==> src/rtl/vq_pkg.sv <==
// Shared types and parameter helpers for the vq_stream_codec vector quantizer.
package vq_pkg;

    typedef enum logic [1:0] {
        IDLE  = 2'd0,
        LOAD  = 2'd1,
        SCALE = 2'd2,
        EMIT  = 2'd3
    } vq_state_e;

    function automatic int qmax(input int q_w);
        return (1 << (q_w - 1)) - 1;
    endfunction

    function automatic int sh_w_default(input int din_w);
        return $clog2(din_w + 1);
    endfunction

endpackage

==> src/rtl/vq_round_sat.sv <==
// Rounds x / 2^shift half toward +inf and clamps the result to a signed Q_W-bit code.
module vq_round_sat
    import vq_pkg::*;
#(
    parameter int DIN_W = 32,
    parameter int Q_W   = 8,
    parameter int SH_W  = sh_w_default(DIN_W)
) (
    input  logic signed [DIN_W-1:0] x,
    input  logic        [SH_W-1:0]  shift,
    output logic signed [Q_W-1:0]   q
);

    localparam logic signed [DIN_W:0] QMAX_X = (DIN_W+1)'(qmax(Q_W));
    localparam logic signed [DIN_W:0] QMIN_X = (DIN_W+1)'(-qmax(Q_W) - 1);

    logic signed [DIN_W:0] x_ext;
    logic signed [DIN_W:0] bias;
    logic signed [DIN_W:0] sum;
    logic signed [DIN_W:0] r;

    // One guard bit keeps x + 2^(shift-1) from wrapping at the top of the range.
    always_comb begin
        x_ext = {x[DIN_W-1], x};
        bias  = '0;
        if (shift != '0) begin
            bias = (DIN_W+1)'(1) << (shift - SH_W'(1));
        end
        sum = x_ext + bias;
        r   = sum >>> shift;
        if (r > QMAX_X) begin
            q = QMAX_X[Q_W-1:0];
        end else if (r < QMIN_X) begin
            q = QMIN_X[Q_W-1:0];
        end else begin
            q = r[Q_W-1:0];
        end
    end

endmodule

==> src/rtl/vq_stream_codec.sv <==
// Streaming block vector quantizer: load VEC_LEN samples, pick a power-of-two scale, emit codes.
// Define VQ_DEQUANT_EN to also drive dequantized samples on dq_o (tied to 0 otherwise).
module vq_stream_codec
    import vq_pkg::*;
#(
    parameter int DIN_W   = 32,
    parameter int Q_W     = 8,
    parameter int VEC_LEN = 16,
    parameter int SH_W    = sh_w_default(DIN_W)
) (
    input  logic                    clk_i,
    input  logic                    rstn_i,
    input  logic                    in_valid_i,
    output logic                    in_ready_o,
    input  logic signed [DIN_W-1:0] din_i,
    output logic                    out_valid_o,
    input  logic                    out_ready_i,
    output logic signed [Q_W-1:0]   qout_o,
    output logic        [SH_W-1:0]  shift_o,
    output logic signed [DIN_W-1:0] dq_o,
    output logic                    out_last_o,
    output logic                    done_o,
    output logic                    busy_o
);

    localparam int                IDX_W    = $clog2(VEC_LEN);
    localparam logic [IDX_W-1:0]  LAST_IDX = IDX_W'(VEC_LEN - 1);
    localparam logic [DIN_W-1:0]  QMAX_U   = DIN_W'(qmax(Q_W));

    vq_state_e state, state_nxt;

    logic        [IDX_W-1:0] idx;
    logic        [DIN_W-1:0] absmax;
    logic        [SH_W-1:0]  shift_q;
    logic                    done_q;
    logic signed [DIN_W-1:0] sample_buf [VEC_LEN];

    logic                    in_hs;
    logic                    out_hs;
    logic                    scale_more;
    logic        [DIN_W-1:0] din_mag;
    logic signed [Q_W-1:0]   code;

    assign in_hs      = in_valid_i & in_ready_o;
    assign out_hs     = out_valid_o & out_ready_i;
    // Unsigned negate makes |-2^(DIN_W-1)| come out exact.
    assign din_mag    = din_i[DIN_W-1] ? DIN_W'(-din_i) : DIN_W'(din_i);
    assign scale_more = (absmax >> shift_q) > QMAX_U;

    always_ff @(posedge clk_i or negedge rstn_i) begin
        if (!rstn_i) begin
            state <= IDLE;
        end else begin
            state <= state_nxt;
        end
    end

    always_comb begin
        state_nxt   = state;
        in_ready_o  = 1'b0;
        out_valid_o = 1'b0;
        case (state)
            IDLE: begin
                state_nxt = LOAD;
            end
            LOAD: begin
                in_ready_o = 1'b1;
                if (in_valid_i && (idx == LAST_IDX)) begin
                    state_nxt = SCALE;
                end
            end
            SCALE: begin
                if (!scale_more) begin
                    state_nxt = EMIT;
                end
            end
            EMIT: begin
                out_valid_o = 1'b1;
                if (out_ready_i && (idx == LAST_IDX)) begin
                    state_nxt = IDLE;
                end
            end
            default: begin
                state_nxt = IDLE;
            end
        endcase
    end

    always_ff @(posedge clk_i or negedge rstn_i) begin
        if (!rstn_i) begin
            idx     <= '0;
            absmax  <= '0;
            shift_q <= '0;
            done_q  <= 1'b0;
        end else begin
            done_q <= 1'b0;
            case (state)
                LOAD: begin
                    if (in_hs) begin
                        if (din_mag > absmax) begin
                            absmax <= din_mag;
                        end
                        idx     <= (idx == LAST_IDX) ? '0 : idx + IDX_W'(1);
                        shift_q <= '0;
                    end
                end
                SCALE: begin
                    if (scale_more) begin
                        shift_q <= shift_q + SH_W'(1);
                    end
                end
                EMIT: begin
                    if (out_hs) begin
                        if (idx == LAST_IDX) begin
                            idx    <= '0;
                            absmax <= '0;
                            done_q <= 1'b1;
                        end else begin
                            idx <= idx + IDX_W'(1);
                        end
                    end
                end
                default: begin
                end
            endcase
        end
    end

    // Sample storage carries no reset; contents only matter after a full LOAD.
    always_ff @(posedge clk_i) begin
        if (in_hs) begin
            sample_buf[idx] <= din_i;
        end
    end

    vq_round_sat #(
        .DIN_W (DIN_W),
        .Q_W   (Q_W),
        .SH_W  (SH_W)
    ) u_round_sat (
        .x     (sample_buf[idx]),
        .shift (shift_q),
        .q     (code)
    );

    assign qout_o     = (state == EMIT) ? code : '0;
    assign shift_o    = (state == EMIT) ? shift_q : '0;
    assign out_last_o = (state == EMIT) && (idx == LAST_IDX);
    assign done_o     = done_q;
    assign busy_o     = (state != IDLE);

`ifdef VQ_DEQUANT_EN
    logic signed [DIN_W-1:0] q_ext;
    assign q_ext = {{(DIN_W-Q_W){qout_o[Q_W-1]}}, qout_o};
    assign dq_o  = q_ext <<< shift_o;
`else
    assign dq_o  = '0;
`endif

endmodule

==> config.mk <==
export PLATFORM = sky130hd
export DESIGN_NAME = vq_stream_codec
export DESIGN_NICKNAME = d
export VERILOG_FILES = /design/src/rtl/vq_pkg.sv /design/src/rtl/vq_round_sat.sv /design/src/rtl/vq_stream_codec.sv
export SDC_FILE = /design/constraint.sdc
export NUM_CORES = 1
export LEC_CHECK = 0
export CORE_ASPECT_RATIO = 1.4
export CORE_UTILIZATION = 40
export DETAILED_ROUTE_END_ITERATION = 12
export PLACE_DENSITY = 0.55
export SYNTH_ARGS = -nofsm -noshare
export SYNTH_HDL_FRONTEND = slang
export SYNTH_HIERARCHICAL = 1
export SYNTH_SLANG_ARGS = --single-unit
==> constraint.sdc <==
create_clock -name clk_i -period 6.7 [get_ports clk_i]
set_input_delay 1.34 -clock clk_i [delete_from_list [all_inputs] [get_ports clk_i]]
set_output_delay 1.34 -clock clk_i [all_outputs]
set_load 0.01 [all_outputs]
==> metrics.cfg <==
[outcome]
run_status=finished, violations left
violations=setup timing

[pwr]
pwr_density_cell_mw_per_mm2=467
irDropWorstVdd_uv=226
p_leak_nw=13.2

[clock_network]
hold_buffers=0
ctsLongestPathBuffers=3
cts.reportedPaths.clkPinSlew_ns=0.07
cts_tree=done
cts.htree.levels=2
cts_inserted_buffers=50
clk_latency_ns=0.61
clock-sinks=557
clk_root_buffer_cell=clkbuf_16

[place]
hpwl_mm=68.8
pre_cts_ws_ns=-1.24
gp_congestion=0.970
portBuffers=54

[logic_synthesis]
synth_top_area_share_pct=53.1
yosysWarnings=6
yosysTopAreaCell=edfxtp_1
avgSynthCellArea_um2=14.0
ys_types=105
synth-async-reset-ratio_pct=8.08
synth_edf_count=512
yosysSeqAreaShare_pct=57.0
syn_area_mm2=0.0290
ys_ff_latch=557
synth_ff_type=edfxtp_1
synthTopCellsByCount=edfxtp_1 (512), mux4_2 (167), nand2_1 (129)
synth.area.top_cells=edfxtp_1 (53%), mux4_2 (13%), dfrtp_1 (3.9%)
yosysMostFrequentCell=edfxtp_1
synth_cells=2066

[grt]
grt_usage_pct=26.2
grt-ovfl-total=0
grt_pass1_wl_mm=141
grt_pass1_vias=21400
grt_max_degree=49
grt_antenna_before_repair=0

[setup_path]
cp_max_fo=6
crit_path_start_kind=flip-flop
required_ns=5.36
criticalPathCategory=flip-flop to output pin
arrival_ns=6.54
cp-end-kind=output pin
setup.reg_to_reg.worst_slack_ns=3.20

[timing]
setup_viol=7
finalCriticalPeriod_ns=7.88
rsz0062_at_grt=true
finalSetupTns_ns=-8.22
period_share_pct=118
hold_viol=0
postLayoutSetupSlackWorst_ns=-1.18
slew_violations=0
slew_headroom_pct=31.4
clock_skew_ns=0.0338
timing.hold.ws_ns=0.509
fmax_ghz=0.127
worst_slew_pin_slew_ns=1.03

[cells_and_area]
syn_to_final_growth_pct=27.7
antenna_cells=0
drive_above_1_share_pct=36.6
nNetsFinal=2656

[floorplan]
dieArea_mm2=0.0735
die_height_um=320
num_io_pins=87
core_area_mm2=0.0716
num_rows=116
start_util_pct=40.5
fp.dieW_um=229

[drt]
route.antenna.remaining_nets=0
post-route-drc-count=0
drt_iter0_markers=1929
viasPerCell=5.88
vias=20800
routed_wirelength_mm=96.2
drt-pass1-iter-count=5
wl_per_cell_um=27.3

[job]
maxCapViolCount=0

[worst_hold_path]
hold_path.class=flip-flop to flip-flop

## power breakdown
part	total, mW	switching [mW]	internal [mW]
logic	10.3	5.23	5.03
registers	4.15	0.142	4.01
clock network	2.86	1.30	1.56
## cells in the final DEF, fill, tap and decap left out, types with 26 or more instances in the layout
cell and instances:
inv_1 62, clkbuf_16 51, mux4_2 167, ha_1 52
xnor2_1 40, buf_4 443, a22o_1 35, buf_12 32
nor3_1 43, conb_1 32, clkdlybuf4s50_1 44, nor2_1 111
nand3_1 31, o211ai_1 27, nand2_1 128, a21oi_1 66
nand4_1 30, edfxtp_1 512, o21ai_0 46, mux2i_1 26
dfrtp_1 37
## critical path, stage by stage, from the launching register on
cell and delay, ns:
dfrtp_4 0.47, buf_12 0.15, buf_12 0.14, mux4_2 0.49
mux4_2 0.58, ha_4 0.20, inv_1 0.07, fa_2 0.21
nand2b_1 0.14, buf_4 0.13, a21oi_4 0.07, o21ai_2 0.23
or3b_2 0.50, xnor2_1 0.18, a222oi_1 0.33, nand2_1 0.33
mux2i_1 0.23, a211o_1 0.21, nand4_1 0.19, a2111oi_4 0.40
a22o_4 0.19, buf_12 0.10, a21o_1 0.09, and2_1 0.12
buf_2 0.13
## cell families (layout without fill, tap and decap cells)
| group | Yosys count | after routing | synth area share [%] |
|---|---|---|---|
| DFF | 557 | 557 | 57.0 |
| and+or+nand+nor | 504 | 504 | 8.89 |
| AOI/OAI and AO/OA | 461 | 461 | 11.7 |
| buffers and inverters | 214 | 702 | 3.37 |
| muxes | 204 | 204 | 14.3 |
| adders and majority gates | 76 | 76 | 3.31 |
| xor gates and xnor gates | 49 | 49 | 1.48 |
| other | 1 | 32 | 0.0129 |
## metrics by stage
step,cells,utilization (%),cell area (um^2),power (mW)
2_1_floorplan,2097,-,29200,9.20
3_3_place_gp,3394,47.3,33800,13.2
3_5_place_dp,3394,47.3,33800,13.2
4_1_cts,3522,51.3,36700,17.0
5_1_grt,3529,51.7,37000,18.1
6_report,3529,51.7,37000,17.3
## area by class of cell
cell class / count / area (um^2)
Inverter: 64 / 240
Timing Repair Buffer: 545 / 4770
Tap cell: 944 / 1180
Sequential cell: 557 / 16500
Fill cell: 5977 / 34600
Clock buffer: 58 / 1300
Clock inverter: 35 / 318
Multi-Input combinational cell: 1326 / 12700
## state kept, by name, summed over array words and instances (netlist names)
register,cells
absmax,32
idx,4
state,2
done_o,1
sample_buf,512
shift_q,6
## worst paths after layout
path                           start                 to  depth (start not counted)
max in group asynchronous     rstn_i             idx[1]                          2
min in group asynchronous     rstn_i         absmax[15]                          2
max                           idx[0]          qout_o[3]                         24
min reg2reg                absmax[4]          absmax[4]                          1
min                        absmax[4]          absmax[4]                          1
max reg2reg                 state[1]  sample_buf[5][24]                          6
## layer usage
metal | share of wire [%] | GRT usage, %
met1 | 37 | 29.3
met2 | 53 | 48.4
met3 | 4.4 | 2.99
met5 | 0 | 0
met4 | 5.5 | 13.6
## timing repair
| action | CTS | global route |
|---|---|---|
| setup buffers | 30 | 8 |
| pin swaps | 54 | 29 |
| cloned | 7 | 0 |
| setup endpoints to repair | 8 | 8 |
| gates resized for setup | 198 | 47 |
Note: power is estimated with default switching activity, not from simulation.
